[src/rtl/gates_pkg.sv]
// Shared constants for the two-input gate truth-table sequencer: gate bit
// positions in the gate_z bus, FSM state encodings and the reference gate model.
package gates_pkg;

  localparam int unsigned GATE_AND  = 0;
  localparam int unsigned GATE_OR   = 1;
  localparam int unsigned GATE_NAND = 2;
  localparam int unsigned GATE_NOR  = 3;
  localparam int unsigned GATE_XOR  = 4;
  localparam int unsigned GATE_XNOR = 5;

  localparam int unsigned NUM_GATES = 6;
  localparam int unsigned NUM_STEPS = 4;

  localparam logic [2:0] StIdle   = 3'd0;
  localparam logic [2:0] StApply  = 3'd1;
  localparam logic [2:0] StSettle = 3'd2;
  localparam logic [2:0] StCheck  = 3'd3;
  localparam logic [2:0] StDone   = 3'd4;

  // Golden response of every gate for one A/B combination, in gate_z bit order.
  function automatic logic [NUM_GATES-1:0] gate_expect(input logic a, input logic b);
    logic [NUM_GATES-1:0] e;
    e            = '0;
    e[GATE_AND]  = a & b;
    e[GATE_OR]   = a | b;
    e[GATE_NAND] = ~(a & b);
    e[GATE_NOR]  = ~(a | b);
    e[GATE_XOR]  = a ^ b;
    e[GATE_XNOR] = ~(a ^ b);
    return e;
  endfunction

endpackage

[src/rtl/gate_tt_sequencer.sv]
// Walks A/B through 00,01,10,11, waits SETTLE_CYCLES per combination, then
// compares the gate array outputs against the golden truth table.
module gate_tt_sequencer
  import gates_pkg::*;
#(
  parameter int unsigned SETTLE_CYCLES = 2
) (
  input  logic       clk,
  input  logic       rst,
  input  logic       start,
  input  logic       abort,
  output logic       gate_a,
  output logic       gate_b,
  input  logic [5:0] gate_z,
  output logic [1:0] step_idx,
  output logic       busy,
  output logic       done,
  output logic       pass,
  output logic [5:0] fail_mask
);

  localparam logic [7:0] SettleLast = 8'(SETTLE_CYCLES - 1);
  localparam logic [1:0] LastStep   = 2'(NUM_STEPS - 1);

  logic [2:0] state_q, state_d;
  logic [1:0] step_q, step_d;
  logic [7:0] cnt_q, cnt_d;
  logic [5:0] mask_q, mask_d;
  logic       busy_q, busy_d;
  logic       done_q, done_d;
  logic       pass_q, pass_d;

  logic [5:0] check_mask;
  logic       run_active;

  assign check_mask = mask_q | (gate_z ^ gate_expect(step_q[1], step_q[0]));
  assign run_active = (state_q == StApply) || (state_q == StSettle) || (state_q == StCheck);

  always_comb begin
    state_d = state_q;
    step_d  = step_q;
    cnt_d   = cnt_q;
    mask_d  = mask_q;
    busy_d  = busy_q;
    done_d  = done_q;
    pass_d  = pass_q;

    if (run_active && abort) begin
      // Abort wins over any CHECK update; the partial fail_mask is kept.
      state_d = StIdle;
      step_d  = '0;
      cnt_d   = '0;
      busy_d  = 1'b0;
      done_d  = 1'b0;
      pass_d  = 1'b0;
    end else begin
      case (state_q)
        StIdle, StDone: begin
          if (start) begin
            state_d = StApply;
            step_d  = '0;
            cnt_d   = '0;
            mask_d  = '0;
            busy_d  = 1'b1;
            done_d  = 1'b0;
            pass_d  = 1'b0;
          end
        end
        StApply: begin
          state_d = StSettle;
          cnt_d   = '0;
        end
        StSettle: begin
          if (cnt_q == SettleLast) begin
            state_d = StCheck;
            cnt_d   = '0;
          end else begin
            cnt_d = cnt_q + 8'd1;
          end
        end
        StCheck: begin
          mask_d = check_mask;
          if (step_q != LastStep) begin
            state_d = StApply;
            step_d  = step_q + 2'd1;
          end else begin
            state_d = StDone;
            busy_d  = 1'b0;
            done_d  = 1'b1;
            pass_d  = (check_mask == '0);
          end
        end
        default: begin
          state_d = StIdle;
          step_d  = '0;
          cnt_d   = '0;
          busy_d  = 1'b0;
          done_d  = 1'b0;
          pass_d  = 1'b0;
        end
      endcase
    end
  end

  always_ff @(posedge clk) begin
    if (rst) begin
      state_q <= StIdle;
      step_q  <= '0;
      cnt_q   <= '0;
      mask_q  <= '0;
      busy_q  <= 1'b0;
      done_q  <= 1'b0;
      pass_q  <= 1'b0;
    end else begin
      state_q <= state_d;
      step_q  <= step_d;
      cnt_q   <= cnt_d;
      mask_q  <= mask_d;
      busy_q  <= busy_d;
      done_q  <= done_d;
      pass_q  <= pass_d;
    end
  end

  // Stimulus bits are taken straight from the step register.
  assign gate_a    = step_q[1];
  assign gate_b    = step_q[0];
  assign step_idx  = step_q;
  assign busy      = busy_q;
  assign done      = done_q;
  assign pass      = pass_q;
  assign fail_mask = mask_q;

endmodule

[config.mk]
export PLATFORM = sky130hd
export DESIGN_NAME = gate_tt_sequencer
export DESIGN_NICKNAME = d
export VERILOG_FILES = /design/src/rtl/gates_pkg.sv /design/src/rtl/gate_tt_sequencer.sv
export SDC_FILE = /design/constraint.sdc
export NUM_CORES = 1
export LEC_CHECK = 0
export BUFFER_PORTS_ARGS = -buffer_cell sky130_fd_sc_hd__buf_2
export CAP_MARGIN = 20
export CORE_ASPECT_RATIO = 1.4
export CORE_MARGIN = 10
export CORE_UTILIZATION = 30
export DETAILED_ROUTE_END_ITERATION = 8
export SLEW_MARGIN = 15
export SYNTH_ARGS = -nofsm -noshare
export SYNTH_HDL_FRONTEND = slang
export SYNTH_SLANG_ARGS = --single-unit
[constraint.sdc]
create_clock -name clk -period 2.45 [get_ports clk]
set_clock_uncertainty 0.2 [all_clocks]
set_input_delay 0.49 -clock clk [delete_from_list [all_inputs] [get_ports clk]]
set_output_delay 0.49 -clock clk [all_outputs]
set_load 0.02 [all_outputs]
==> run metrics, run 1 <==
gate count of the mapped netlist=130; Hold Violations, Final=0; clock sink total=22; initial DRC count=77; Die H=94.5 um; crit path DAT=2.14 ns; commonest cells after routing, fill and taps aside=nor2_1 (22), dfxtp_1 (22), buf_2 (22); largest net degree at the start of global routing=14; drt drc=0; worst path required time=2.45 ns; Max Cap Viol=0; CTS tree=built; DR pass1 iterations=4; Clock Pin Slew Worst Setup and Hold Paths=0.08 ns; clk buf depth=2; vias in the first global route=1004; # H-tree levels=1; initial antenna violation count=0; Slew HR=61.4%; Worst Tran Pin Value=0.575 ns; Avg Inst Size Synth=9.15 um2; area delta synth->final=16.6%; Die ar.=0.00692 mm2; synthesized area=0.00119 mm2; min cycle time layout=2.14 ns; gpl congestion=0.840; endpoints failing setup=0; Vias/cell=5.11; peak fanout along the critical path=7; Design Area, Final=0.00139 mm2; routed via count=986; PortBufs=22; post-cts resize count=0; remaining antenna violation count=0; hold_ws=0.268 ns; placed cell areas=0.00132 mm2; gr usage total=8.07%; Initial Util=30.6%; nets=166; number of synthesized flops with an enable pin=0; core area=0.00388 mm2; Ys Warns=0; Diodes inserted=0; layout cells sized above 1=24.0%; final WL=2740 um; first-pass GRT wire length=4510 um; drt wl/cell=14.2 um; Slew Limit Fails=0; sequential-to-total area share from yosys stat=37.0%; ratio of total power to cell area=736 mW/mm2; leakage=0.542 nW; Skew-Pair Late Insertion Delay=0.27 ns; Final period util=87.3%; GR Overflow Total=0; Hold Path Class=register to register; Synth cell types=35; Max IR drop VDD=0.000342 V; CP startpoint kind=register; Crit. End Element=register; Final TNS setup=0 ns; FF+latch count, synth=22; CTS Buf Count=3; hpwl dp=2130 um; RSZ-0062 raised after global routing=no; outcome=complete, no violations; # rows=27; ys flop type=dfxtp_1; Mapped Nets=145; FFs w/ async S/R, synth=0%; Post CTS Setup Buffer Count=0; Root Driver=clkbuf_8; WS Path Type=register to register; die span in x=73.2 um; Boundary Pins=23; CTS Hold Bufs=0; fill cell count=404; Max Fclk=468 MHz
worst paths after layout:
path / cells past startpoint / slack (ns) / start / end
worst min register to register: 2 / 0.27 / busy$_SDFFE_PP0P_ / busy$_SDFFE_PP0P_
worst max register to register: 6 / 0.31 / step_idx[0]$_SDFFE_PP0P_ / pass$_SDFFE_PP0P_
worst max-delay path: 6 / 0.31 / step_idx[0]$_SDFFE_PP0P_ / pass$_SDFFE_PP0P_
worst min-delay path: 2 / 0.27 / busy$_SDFFE_PP0P_ / busy$_SDFFE_PP0P_
stage by stage:
step           power (mW)  std cells  worst slack (ns)  util, %
6_report             1.02        193             0.311     35.7
3_3_place_gp        0.682        189             0.365     33.9
5_1_grt              1.08        193             0.104     35.7
3_5_place_dp        0.688        189             0.329     33.9
4_1_cts              1.03        193             0.302     35.7
2_1_floorplan       0.636        130             0.264        -
cells in the mapped netlist, drive strengths merged, types with 2 or more instances:
cell type   n  area share (%)
nand2       6             1.9
xnor2      10             7.4
o21bai      2             1.9
dfxtp      22              37
a21oi       2            0.84
or3b        2             1.7
nand2b      3             1.6
mux2i       2             1.7
ha          5             5.3
nor3        6             2.9
a22oi       7             4.4
buf         6             3.2
inv         3            0.95
nand3b      2             1.3
nand4       3             1.6
nor2       22             6.9
nor4b       3             3.3
xor2        4             2.9
a211oi      3             1.9
nand3       6             2.5
flip-flops by register name (all words and copies together) (netlist names):
signal and cells:
busy 1, fail_mask 6, step_idx 2, cnt_q 8, pass 1, state_q 3, done 1
power breakdown:
| part | switching, mW | internal [mW] | total, mW |
|---|---|---|---|
| Clock | 0.124 | 0.218 | 0.342 |
| Sequential | 0.0512 | 0.385 | 0.436 |
| Combinational | 0.145 | 0.0978 | 0.242 |
per-layer routing:
layer | wire, um | track usage, % | vias to the layer above
met5 | 0 | 0 | -
met4 | 50 | 3.81 | 0
met3 | 241 | 2.83 | 5
met2 | 1300 | 13.5 | 27
met1 | 1150 | 8.80 | 457
li1 | - | - | 497
layout make-up:
| cell class | instances | area [um2] | share of cell area (%) |
|---|---|---|---|
| multi-input cells | 99 | 701 | 50.5 |
| flip-flops and latches | 22 | 440 | 31.7 |
| repair buffers | 22 | 110 | 7.94 |
| well taps | 43 | 53.8 | 3.88 |
| clock buffers | 3 | 41.3 | 2.98 |
| clock inverters | 1 | 30.0 | 2.16 |
| inverters | 3 | 11.3 | 0.812 |
worst max-delay path, stage by stage (launching register included):
cell	delay (ns)
dfxtp_1	0.43
inv_1	0.07
ha_1	0.35
or3b_4	0.43
a2111oi_4	0.34
nand4_1	0.12
a21oi_1	0.14
cell families after synthesis:
logic type / synth area share, %
muxes: 2.63
buffers and inverters: 4.10
DFF: 37.0
and+or+nand+nor: 27.1
AOI/OAI and AO/OA: 13.6
adders and majority gates: 5.26
xor gates and xnor gates: 10.3
No activity file was read; power rests on OpenSTA's default activity.
==> run 2: changes to the inputs <==
==> constraint.sdc (replaced) <==
create_clock -name clk -period 2.45 [get_ports clk]
set_clock_uncertainty 0.2 [all_clocks]
set_input_delay 0.245 -clock clk [delete_from_list [all_inputs] [get_ports clk]]
set_output_delay 0.245 -clock clk [all_outputs]
set_load 0.02 [all_outputs]
==> run 2 against run 1 <==
- clock-buffer cell count is 1 higher
- fmax shrank 0.76%
- critical path type unchanged
- hold slack got worse by 0.24 ns
- final cell count unchanged
- flip-flop and latch count stayed put
- sequential share of layout area is 0.38 points higher
- clock power is 22% lower
- routed wire length up 2.2%
- cell area down 1.2%
- highest routed layer unchanged
==> run metrics, run 2 (synthesis results as in run 1) <==
outcome=complete, no violations; gr usage total=8.57%; Most flops, register=cnt_q; clk buf depth=2; overall power=946 uW; die span in x=73.2 um; core area=0.00388 mm2; min cycle time layout=2.15 ns; Hold Path Class=primary input to register; # rows=27; WS Path Type=register to register; worst path required time=2.46 ns; Design Area, Final=0.00137 mm2; M1 WL=1160 um; PortBufs=22; slowest CP cell=or3b_4; drt wl/cell=14.5 um; Final TNS setup=0 ns; Skew-Pair Late Insertion Delay=0.27 ns; DR top layer=met4; Die H=94.5 um; Initial Util=30.6%; CTS tree=built; Vias/cell=5.02; hold path cells=2; clock sink total=22; layout cells sized above 1=24.0%; met2 routed WL=1390 um; Clock Pin Slew Worst Setup and Hold Paths=0.09 ns; post-cts resize count=0; Crit path max-delay family=simple AND/OR/NAND/NOR gates; Critical path buffers and inverters=1; Boundary Pins=23; peak fanout along the critical path=5; CP startpoint kind=register; Slew HR=62.1%; placed cell areas=0.00132 mm2; Hold Violations, Final=0; largest net degree at the start of global routing=13; routed via count=968; CTS Hold Bufs=0; hpwl dp=2180 um; critical path depth=6; crit path cell chain=inv_1 -> ha_1 -> or3b_4 -> a2111oi_4 -> nand4_1 -> a21oi_1; r2r worst-path depth=6; nets=166; Max IR drop VDD=0.000461 V; initial antenna violation count=0; gpl congestion=0.856; Root Driver=clkbuf_8; # H-tree levels=1; Final period util=88.0%; first-pass GRT wire length=4880 um; Max Cap Viol=0; Post CTS Setup Buffer Count=0; Die ar.=0.00692 mm2; endpoints failing setup=0; Diodes inserted=0; area delta synth->final=15.2%; number of flip-flops in the largest register=8; crit path DAT=2.16 ns; Slew Limit Fails=0; drt drc=0; remaining antenna violation count=0; DR pass1 iterations=3; fill cell count=407; met3 routed WL=233 um; CTS Buf Count=3; ratio of total power to cell area=690 mW/mm2; RSZ-0062 raised after global routing=no; leakage=0.535 nW; Worst Tran Pin Value=0.565 ns; final WL=2800 um; GR Overflow Total=0; Max Fclk=464 MHz; vias in the first global route=1011; Crit. End Element=register; Max stage delay on crit path=0.44 ns; commonest cells after routing, fill and taps aside=nor2_1 (22), dfxtp_1 (22), buf_2 (22); initial DRC count=45
==> run 2: layout make-up <==
type                       instances  area (um2)  share of cell area (%)
clock buffer                       4        55.1                    4.01
inverter                           3        11.3                   0.821
multi-input combinational         99         701                    51.1
sequential                        22         440                    32.1
tap                               43        53.8                    3.92
timing repair buffer              22         110                    8.03
==> run 2: metal layers <==
layer | vias to the layer above | track usage [%]
met5 | - | 0
met4 | 0 | 2.22
met3 | 2 | 3.57
met2 | 20 | 14.5
met1 | 451 | 9.58
li1 | 495 | -
==> run 2: through the flow <==
| step | setup WS, ns | std cells | util, % | hold slack (ns) |
|---|---|---|---|---|
| floorplan | 0.264 | 130 | - | 0.117 |
| finish | 0.295 | 193 | 35.3 | 0.0271 |
| CTS | 0.282 | 193 | 35.3 | 0.0310 |
| global placement | 0.366 | 189 | 33.9 | 0.258 |
| global route | 0.184 | 193 | 35.3 | 0.0479 |
| detailed placement | 0.292 | 189 | 33.9 | 0.261 |
==> run 2: power breakdown <==
group / switching, mW / internal, mW
logic: 0.147 / 0.0982
clock network: 0.123 / 0.143
registers: 0.0489 / 0.385
total: 0.319 / 0.627
==> run 2: final timing paths <==
path	from	endpoint	slack (ns)
hold / removal	rst	fail_mask[4]$_SDFFE_PP0P_	0.03
hold reg to reg	busy$_SDFFE_PP0P_	busy$_SDFFE_PP0P_	0.27
setup reg to reg	step_idx[1]$_SDFFE_PP0P_	pass$_SDFFE_PP0P_	0.30
setup / recovery	step_idx[1]$_SDFFE_PP0P_	pass$_SDFFE_PP0P_	0.30
==> run 2: worst register-to-register path: cells and delay by family, from the launching register on <==
kind,cells,cell delay (ns)
adder cells (fa/ha/maj),1,0.38
AND/OR/NAND/NOR,2,0.56
buffers and inverters,1,0.08
flip-flops,1,0.40
AO/OA/AOI/OAI,2,0.48
==> run 3: changes to the inputs <==
--- a/config.mk
+++ b/config.mk
@@ -5,6 +5,7 @@
 export SDC_FILE = /design/constraint.sdc
 export NUM_CORES = 1
 export LEC_CHECK = 0
+export ABC_AREA = 1
 export BUFFER_PORTS_ARGS = -buffer_cell sky130_fd_sc_hd__buf_2
 export CAP_MARGIN = 20
 export CORE_ASPECT_RATIO = 1.4
==> run 3 against run 2 <==
- die area increased by 2.5%
- fmax increased by 20%
- synthesized cell count is 38% higher
- combinational power up 100%
- sequential share of layout area down 1.1 points
- clock power down 14%
- first-iteration DRC count fell by 29%
- core utilization is 0.63 points higher
- flip-flop and latch count unchanged
- critical path depth is 4 higher
- largest power group is now combinational cells
- via count grew 17%
==> run metrics, run 3 <==
commonest non-fill, non-tap cell in the layout=nand2_1; CP most frequent cell=nand2_1; layout cells sized above 1=21.8%; crit path DAT=1.79 ns; overall power=1.17 mW; Mapped Nets=194; ratio of total power to cell area=823 mW/mm2; Die ar.=0.00710 mm2; Most flops, register=cnt_q; outcome=complete, no violations; CTS tree=built; leading area contributor after synthesis=dfxtp_1; non-filler cells in the finished layout=245; Diodes inserted=0; Root Driver=clkbuf_8; gate count of the mapped netlist=179; largest net degree at the start of global routing=12; Slew HR=69.0%; Synth cell types=27; Max stage delay on crit path=0.41 ns; critical path depth=10; nets=219; worst reg-to-reg setup slack=0.65 ns; first-pass GRT wire length=5220 um; area delta synth->final=15.5%; r2r startpoint=step_idx[0]$_SDFFE_PP0P_; PortBufs=22; Vias/cell=4.64; Crit. End Element=register; final WL=2820 um; Max Fclk=557 MHz; top cells by area, synth=dfxtp_1 (36%), nand2_1 (11%), nor2_1 (9.2%); Final TNS setup=0 ns; placed cells=242; Crit path max-delay family=simple AND/OR/NAND/NOR gates; remaining antenna violation count=0; slowest CP cell=dfxtp_1; Clock Pin Slew Worst Setup and Hold Paths=0.08 ns; core area=0.00395 mm2; crit path cell chain=inv_1 -> ha_1 -> inv_1 -> nand2_1 -> nand2_1 -> nor2_1 -> nand2_1 -> nor2_1 -> nand3_1 -> a21oi_1; WS Path Type=register to register; Worst Tran Pin Value=0.463 ns; Critical path buffers and inverters=2; gpl congestion=0.751; leakage=0.712 nW; reg2reg end=pass$_SDFFE_PP0P_; GR Overflow Total=0; die span in x=74.1 um; Design Area, Final=0.00142 mm2; post-cts resize count=0; adder-cell share of the synthesized area=5.09%; drt drc=0; r2r worst-path depth=10; DR pass1 iterations=4; CP startpoint kind=register; FF+latch count, synth=22; top-area cell type share of the netlist area=35.8%; Initial Util=31.1%; FFs w/ async S/R, synth=0%; clk buf depth=2; Skew-Pair Late Insertion Delay=0.27 ns; placed cell areas=0.00138 mm2; CTS Buf Count=3; count leader, synth=nand2_1; ys flop type=dfxtp_1; Ys Warns=0; commonest cells after routing, fill and taps aside=nand2_1 (36), nor2_1 (30), inv_1 (24); routed via count=1137; initial antenna violation count=0; CTS Hold Bufs=0; Max Cap Viol=0; largest family of logic cells by synthesized area=simple AND/OR/NAND/NOR gates; synth cell count leaders=nand2_1 (36), nor2_1 (30), inv_1 (24); Final period util=73.3%; min cycle time layout=1.80 ns; Max IR drop VDD=0.000455 V; Synth Area in Compound Gates=9.26%; Boundary Pins=23; Hold Violations, Final=0; hpwl dp=2260 um; number of flip-flops in the largest register=8; vias in the first global route=1211; drt wl/cell=11.5 um; RSZ-0062 raised after global routing=no; clock sink total=22; Post CTS Setup Buffer Count=0; Avg Inst Size Synth=6.87 um2; xor-xnor portion of the synthesized cell area=2.85%; synthesized area=0.00123 mm2; Die H=95.8 um; Slew Limit Fails=0; initial DRC count=32; number of synthesized flops with an enable pin=0; simple-gate share of the synthesized area=37.0%; peak fanout along the critical path=6; sequential-to-total area share from yosys stat=35.8%; endpoints failing setup=0; gr usage total=8.99%; # rows=27; # H-tree levels=1; worst path required time=2.45 ns; Hold Path Class=primary input to register; multiplexer share of the synthesized area=0%; crit path from=step_idx[0]$_SDFFE_PP0P_; Critical Path End=pass$_SDFFE_PP0P_
[run 3: logic make-up after synthesis]
family / count (synthesis)
compound gates: 22
xor+xnor: 4
fa+ha+maj: 5
buf+inv: 30
flops: 22
simple gates: 96
[run 3: worst min path at each step]
stage	startpoint	endpoint	slack [ns]	cells past startpoint
final	rst	fail_mask[4]$_SDFFE_PP0P_	0.02	2
after floorplan	rst	fail_mask[4]$_SDFFE_PP0P_	0.11	1
after global placement	done$_SDFFE_PP0P_	done$_SDFFE_PP0P_	0.25	2
after global routing	rst	fail_mask[4]$_SDFFE_PP0P_	0.02	2
after CTS	rst	fail_mask[4]$_SDFFE_PP0P_	0.02	2
after detailed placement	done$_SDFFE_PP0P_	done$_SDFFE_PP0P_	0.25	2
[run 3: report_power, final]
part	total [mW]	internal, mW	switching [mW]
registers	0.446	0.400	0.0453
clock network	0.228	0.110	0.118
logic	0.495	0.161	0.334
total	1.17	0.672	0.497
[run 3: worst reg2reg max path, cell delays in order (launching register included)]
cell     delay (ns)
dfxtp_1        0.41
inv_1          0.09
ha_1           0.35
inv_1          0.07
nand2_1        0.06
nand2_1        0.04
nor2_1         0.15
nand2_1        0.07
nor2_1         0.10
nand3_1        0.08
a21oi_1        0.11
[run 3: cell type report]
class,count,area [um2]
repair buffers,22,110
clock buffers,3,41.3
flip-flops and latches,22,440
inverters,28,108
multi-input cells,127,667
well taps,43,53.8
fillers,421,2530
[run 3: per-stage QoR]
stage               worst slack (ns)  util (%)  hold WS [ns]
floorplan                      0.704         -         0.115
global placement               0.753      34.9         0.249
detailed placement             0.682      34.9         0.248
CTS                            0.656      35.9        0.0194
global route                   0.341      35.9        0.0197
finish                         0.653      35.9        0.0235
[run 3: routing by layer]
metal / GRT usage [%] / vias to the layer above / share of wire [%]
li1: - / 605 / -
met1: 9.73 / 502 / 43
met2: 15.5 / 25 / 49
met3: 3.40 / 5 / 6.0
met4: 3.12 / 0 / 1.6
met5: 0 / - / 0
